<file path="src/rtl/mem_ctrl_p.sv">
// Single-port word memory behind a wr/rd request / response handshake.
// It has byte strobes, a configurable read latency and a saturating count of errored requests.
module mem_ctrl_p #(
    parameter int ADDR_WIDTH = 8,
    parameter int DATA_WIDTH = 16,
    parameter int MEM_SIZE   = 16,
    parameter int RD_LATENCY = 2
) (
    input  logic                    clk,
    input  logic                    reset,
    input  logic                    wr,
    input  logic                    rd,
    input  logic [ADDR_WIDTH-1:0]   addr,
    input  logic [DATA_WIDTH-1:0]   wdata,
    input  logic [DATA_WIDTH/8-1:0] wstrb,
    output logic                    ready,
    output logic [DATA_WIDTH-1:0]   rdata,
    output logic                    response,
    output logic                    err,
    output logic [7:0]              err_count
);

    // state   | meaning
    // IDLE    | ready=1, waiting for wr or rd
    // RD_WAIT | read accepted, counting down the remaining read latency
    // RESP    | response pulse cycle, back to IDLE next

    localparam int NB = DATA_WIDTH / 8;
    localparam int IDX_W = (MEM_SIZE > 1) ? $clog2(MEM_SIZE) : 1;
    localparam logic [ADDR_WIDTH:0] LIMIT = (ADDR_WIDTH+1)'(MEM_SIZE);
    localparam logic [1:0] WAIT_INIT = (RD_LATENCY > 2) ? 2'(RD_LATENCY - 2) : 2'd0;

    typedef enum logic [1:0] {IDLE, RD_WAIT, RESP} state_t;

    state_t                state;
    logic [DATA_WIDTH-1:0] mem [MEM_SIZE];
    logic [DATA_WIDTH-1:0] rd_buf;
    logic [1:0]            wait_cnt;
    logic [IDX_W-1:0]      idx;
    logic                  req_err;

    assign idx     = addr[IDX_W-1:0];
    assign req_err = (wr && rd) || ({1'b0, addr} >= LIMIT);

    always_ff @(posedge clk or negedge reset) begin
        if (!reset) begin
            state     <= IDLE;
            ready     <= 1'b1;
            response  <= 1'b0;
            err       <= 1'b0;
            rdata     <= '0;
            rd_buf    <= '0;
            err_count <= '0;
            wait_cnt  <= '0;
            for (int i = 0; i < MEM_SIZE; i++) begin
                mem[i] <= '0;
            end
        end else begin
            response <= 1'b0;
            err      <= 1'b0;
            case (state)
                IDLE: begin
                    if (wr || rd) begin
                        ready <= 1'b0;
                        if (req_err) begin
                            state    <= RESP;
                            response <= 1'b1;
                            err      <= 1'b1;
                            if (err_count != 8'hFF) begin
                                err_count <= err_count + 8'd1;
                            end
                        end else if (wr) begin
                            for (int b = 0; b < NB; b++) begin
                                if (wstrb[b]) begin
                                    mem[idx][8*b +: 8] <= wdata[8*b +: 8];
                                end
                            end
                            state    <= RESP;
                            response <= 1'b1;
                        end else begin
                            // Data is snapshotted at acceptance and only shown at the response.
                            rd_buf <= mem[idx];
                            if (RD_LATENCY == 1) begin
                                rdata    <= mem[idx];
                                state    <= RESP;
                                response <= 1'b1;
                            end else begin
                                wait_cnt <= WAIT_INIT;
                                state    <= RD_WAIT;
                            end
                        end
                    end
                end
                RD_WAIT: begin
                    if (wait_cnt == 2'd0) begin
                        rdata    <= rd_buf;
                        response <= 1'b1;
                        state    <= RESP;
                    end else begin
                        wait_cnt <= wait_cnt - 2'd1;
                    end
                end
                RESP: begin
                    state <= IDLE;
                    ready <= 1'b1;
                end
                default: begin
                    state <= IDLE;
                    ready <= 1'b1;
                end
            endcase
        end
    end

endmodule

</file>
<file path="config.mk">
export PLATFORM = sky130hd
export DESIGN_NAME = mem_ctrl_p
export DESIGN_NICKNAME = d
export VERILOG_FILES = /design/src/rtl/mem_ctrl_p.sv
export SDC_FILE = /design/constraint.sdc
export NUM_CORES = 1
export LEC_CHECK = 0
export ABC_CLOCK_PERIOD_IN_PS = 5000
export CAP_MARGIN = 30
export CORE_UTILIZATION = 47
export DETAILED_ROUTE_END_ITERATION = 16
export SLEW_MARGIN = 10
export SYNTH_ARGS = -nofsm -noshare
export SYNTH_HDL_FRONTEND = slang
export SYNTH_SLANG_ARGS = --single-unit
</file>
<file path="constraint.sdc">
create_clock -name clk -period 5 [get_ports clk]
set_input_delay 1 -clock clk [delete_from_list [all_inputs] [get_ports clk]]
set_output_delay 1 -clock clk [all_outputs]
set_load 0.05 [all_outputs]
</file>
# Word-level counts from Yosys, hierarchy flattened
# Cells that the tools add are included.
# op_classes
add_sub_neg	2
order_cmp	3
n_eq_ne	7
mux	35
bitwise	4
n_reduce_logical	14
# ops
operator	n
256-bit 2-to-1 mux	6
256-bit bitwise mux	2
16-bit demux with 4-bit select	2
16-bit binary-select mux with 4-bit select	1
16-bit 2-to-1 mux	3
2-bit 2-to-1 mux	8
4-bit AND reduction	3
2-bit != test, second input constant	5
8-bit by 1-bit adder with 8-bit output, second input constant	1
8-bit by 5-bit >= comparator with 1-bit output, second input constant	1
1-bit 2-to-1 mux	8
8-bit 2-to-1 mux	1
8-bit != test, second input constant	1
2-bit case mux with 2 select lines	2
2-bit AND reduction	3
5-bit >= comparator, second input constant	1
5-bit by 1-bit less-than comparator with 1-bit output, second input constant	1
4-bit NOT with 5-bit output	1
5-bit AND reduction	1
2-bit logical NOT	2
1-bit case mux with 2 select lines	2
1-bit NOT	3
2-bit by 1-bit == test with 1-bit output, second input constant	1
1-bit logical AND	2
3 further kinds	4
# totals
reg_bits	303
in_bits	30
output_inout_bits	27
wordCells	89

# Depth between registers and ports, before layout
# logic_depth
word_depth	13
mapped_depth	7
mapped_depth_nobuf	5

# Worst setup path before layout
# No wires, ideal clock.
# synth_timing
path_kind	input-to-reg
from	input port addr[6]
to	register mem[224] (netlist bit)
setup_ps	125
arrival_time_ps	2553
required_time_ps	4875
slack_ps	2322
cell_stages	5
path_buffers	1
cell_sequence	nor4_4 nand3_4 buf_6 nor2_8 mux2_2
# synth_via
elab_chain_len	4
# synth_lines
element	line	source
start: declaration	13	input logic [ADDR_WIDTH-1:0] addr,
8-bit by 5-bit >= comparator with 1-bit output	43	assign req_err = (wr && rd) || ({1'b0, addr} >= LIMIT);
1-bit logical OR	43	
1-bit NOT (no line)	n/a	
4-bit AND reduction (no line)	n/a	
end signal: indexed assignment	75	mem[idx][8*b +: 8] <= wdata[8*b +: 8];
end: declaration	36	logic [DATA_WIDTH-1:0] mem [MEM_SIZE];
# Every way passes these cells.
# A chain may end at the register's enable or synchronous reset.

# Worst setup path in the final report
# layout_timing
from	input port addr[3]
to	register mem[197] (netlist bit)
# layout_via
elab_chain_len	13
word_cells_on_any_way	19
classes_between	3 x order compare; 11 x mux; 2 x bitwise; 3 x reduce/logical
# layout_lines
element	line	source
4-bit NOT with 5-bit output (not written as such)	75	
5-bit >= comparator (not written as such) / 5-bit by 1-bit less-than comparator with 1-bit output (equally long branches)	75	
1-bit logical AND (not written as such)	75	
8-bit 2-to-1 mux (not written as such)	75	
16-bit demux with 4-bit select	75	
256-bit bitwise mux	75	
256-bit 2-to-1 mux	74	if (wstrb[b]) begin
256-bit 2-to-1 mux	72	end else if (wr) begin
256-bit 2-to-1 mux	65	if (req_err) begin
256-bit 2-to-1 mux	63	if (wr || rd) begin
256-bit 2-to-1 mux	61	case (state)
256-bit bitwise mux	75	
256-bit 2-to-1 mux	74	
# Parallel ways exist; a longest one is shown, timed or not. The select of a mux whose other input is x is not followed.

==> reports/metrics.cfg <==
[place]
hpwl_mm=20.1
routabilityCongestion=0.761
preCtsSetupSlack_ns=1.16
dp.cells=1275
buffer_ports.inserted=56

[cts]
cts_setup_buffers=0
root_buffer=clkbuf_16
numCtsBuffers=35
hold_buffers=0
clk-insertion-delay-late_ns=0.51
clkTransAtPathRegs_ns=0.06
tritoncts=built
ctsHtreeMaxLevel=2
cts_resized=0
clockBufferDepth=3
clock_sinks=303

[cells_and_area]
drive_above_1_share=0.482
final_cells=1338
final_cell_mix=302 x dfrtp_1, 289 x mux2_2, 64 x mux4_2, 53 x clkdlybuf4s50_1, 35 x clkbuf_16
final_common_cell=dfrtp_1
diodes=0
num-nets-final=960
area_growth_pct=15.7
post-route-util=0.554

[worst_setup_path]
crit_required_ns=5.40
critical_path_class=primary input to register
cp-end-kind=register
path_max_fanout=17
reg2reg_setup_slack_ns=2.37
arrival_ns=3.65
setup.worst_path.start_class=primary input

[global_route]
grt_pass1_vias=8532
track_usage=0.218
antenna_found_initial=1
grt_pass1_wl_mm=50.2
grt_max_degree=130
grt_overflow=0

[timing]
min_period_ns=3.25
skew_ns=0.0141
rsz0062_at_grt=false
finalWorstSetupSlack_ns=1.75
worstMarginPinSlew_ns=1.00
fin_tns_setup_ns=0
setup_viol_count_final=0
slew_headroom=0.330
whs_ns=0.492
slew_viol_final=0
max_clock_freq_ghz=0.307
hold_viol=0
fin_crit_sh=0.651

[job]
max-cap-violations=0

[floorplan]
io_pins=57
num_rows=62
die_area_um2=29900
core_um2=28700
initial_core_util=0.479
die_y_um=173
die_x_um=173

[power]
ir_drop_v=0.000213
swShare=0.246
p_leak_nw=7.67
seq_power_share=0.448
power_frac_comb=0.101
cellInternalPower_mw=4.44
clkPwrFrac=0.451
switching_power_mw=1.45
cellPowerDensity_nw_per_um2=371

[synth]
async_flop_share=1.00
synth_area_um2=13700
ys_types=41
yosysWarnings=0
synth_area_per_cell_um2=15.7
synth_enable_flop_cells=0
ys_ff_latch=303
synth_ff_type=dfrtp_1
syn_inst=877
synthesis.nets=909
ys_seq_area_frac=0.552

[routing]
drt-initial-drc-count=447
dr.pass1.iters=4
vias=7783
routed_via_density=5.82
wl_per_cell_um=23.1
wirelength_mm=31.0
drtAntennaViolNets=0
route.detailed.drc=0

[hold_path]
hold_path_class=register to register

[run_status]
outcome=complete, no violations

## power by group through the flow
stage	combinational, mW	clock (mW)	sequential (mW)
final	0.596	2.66	2.64
after CTS	0.602	2.71	2.64
after global placement	0.583	0	2.68
after detailed placement	0.600	0	2.68
after floorplan	0.237	0	2.79
after global routing	0.641	2.81	2.65
## final cells by class
type	instances	area (um^2)
Multi-Input combinational cell	518	5910
Timing Repair Buffer	68	688
Clock inverter	16	226
Inverter	2	7.51
Fill cell	2297	12800
Sequential cell	303	7580
Tap cell	384	480
Clock buffer	47	991
## final timing paths
check                                    startpoint                  endpoint  cells after the start
max                                         addr[3]      mem[197]$_DFFE_PN0P_                      5
min                        err_count[5]$_DFFE_PN0P_  err_count[5]$_DFFE_PN0P_                      1
max reg2reg                    state[0]$_DFFE_PN0P_      mem[182]$_DFFE_PN0P_                      4
min reg2reg                err_count[5]$_DFFE_PN0P_  err_count[5]$_DFFE_PN0P_                      1
max in group asynchronous                     reset     rd_buf[7]$_DFFE_PN0P_                      2
min in group asynchronous                     reset     rdata[10]$_DFFE_PN0P_                      1
## state kept, by name, summed over array words and instances (netlist names)
signal     cells
mem          256
rd_buf        16
rdata         16
err_count      8
state          2
wait_cnt       2
err            1
ready          1
response       1
## through the flow
stage | total power [mW] | cell area, um^2
after floorplan | 3.03 | 13700
final | 5.89 | 15900
after global routing | 6.11 | 15900
after CTS | 5.95 | 15900
after global placement | 3.26 | 14600
after detailed placement | 3.28 | 14700
## cells in the mapped netlist, types with 2 or more instances
master | number | area, um^2
nor4_4 | 2 | 42.5
o21ai_0 | 3 | 15.0
nor2_2 | 14 | 87.6
buf_4 | 2 | 15.0
a21oi_1 | 17 | 85.1
buf_2 | 11 | 55.1
nand3b_1 | 2 | 15.0
mux2_2 | 289 | 3250
and3_1 | 11 | 68.8
nand4_1 | 4 | 25.0
nor2b_1 | 5 | 31.3
ha_1 | 2 | 25.0
nor2_1 | 7 | 26.3
a22o_1 | 2 | 17.5
o22ai_1 | 32 | 200
inv_1 | 2 | 7.51
clkbuf_1 | 38 | 143
nor2_8 | 10 | 200
nand3_1 | 21 | 105
nand2_1 | 8 | 30.0
nand2b_1 | 3 | 18.8
dfrtp_1 | 302 | 7560
buf_1 | 2 | 7.51
xnor2_1 | 7 | 61.3
nor3b_4 | 2 | 37.5
mux4_2 | 64 | 1440
## routing by layer
layer	share of wire	track usage	up-vias
li1	-	-	3400
met1	0.47	0.319	4179
met2	0.47	0.347	164
met3	0.045	0.0312	38
met4	0.015	0.0483	2
met5	0.00042	0	-
## worst max-delay path, stage by stage
cell             delay, ns
clkdlybuf4s50_1       0.83
or2_2                 0.72
nor2_1                0.19
and3_1                0.50
mux2_2                0.40
## kinds of logic (layout without fill, tap and decap cells)
logic type / count (synthesis) / in the layout / synth area share
and+or+nand+nor: 97 / 97 / 0.0560
muxes: 353 / 353 / 0.342
AOI/OAI and AO/OA: 59 / 59 / 0.0264
buffers and inverters: 56 / 133 / 0.0174
adders and majority gates: 2 / 2 / 0.00182
xor gates and xnor gates: 7 / 7 / 0.00446
DFF: 303 / 303 / 0.552
Note: power is estimated with default switching activity, not from simulation.
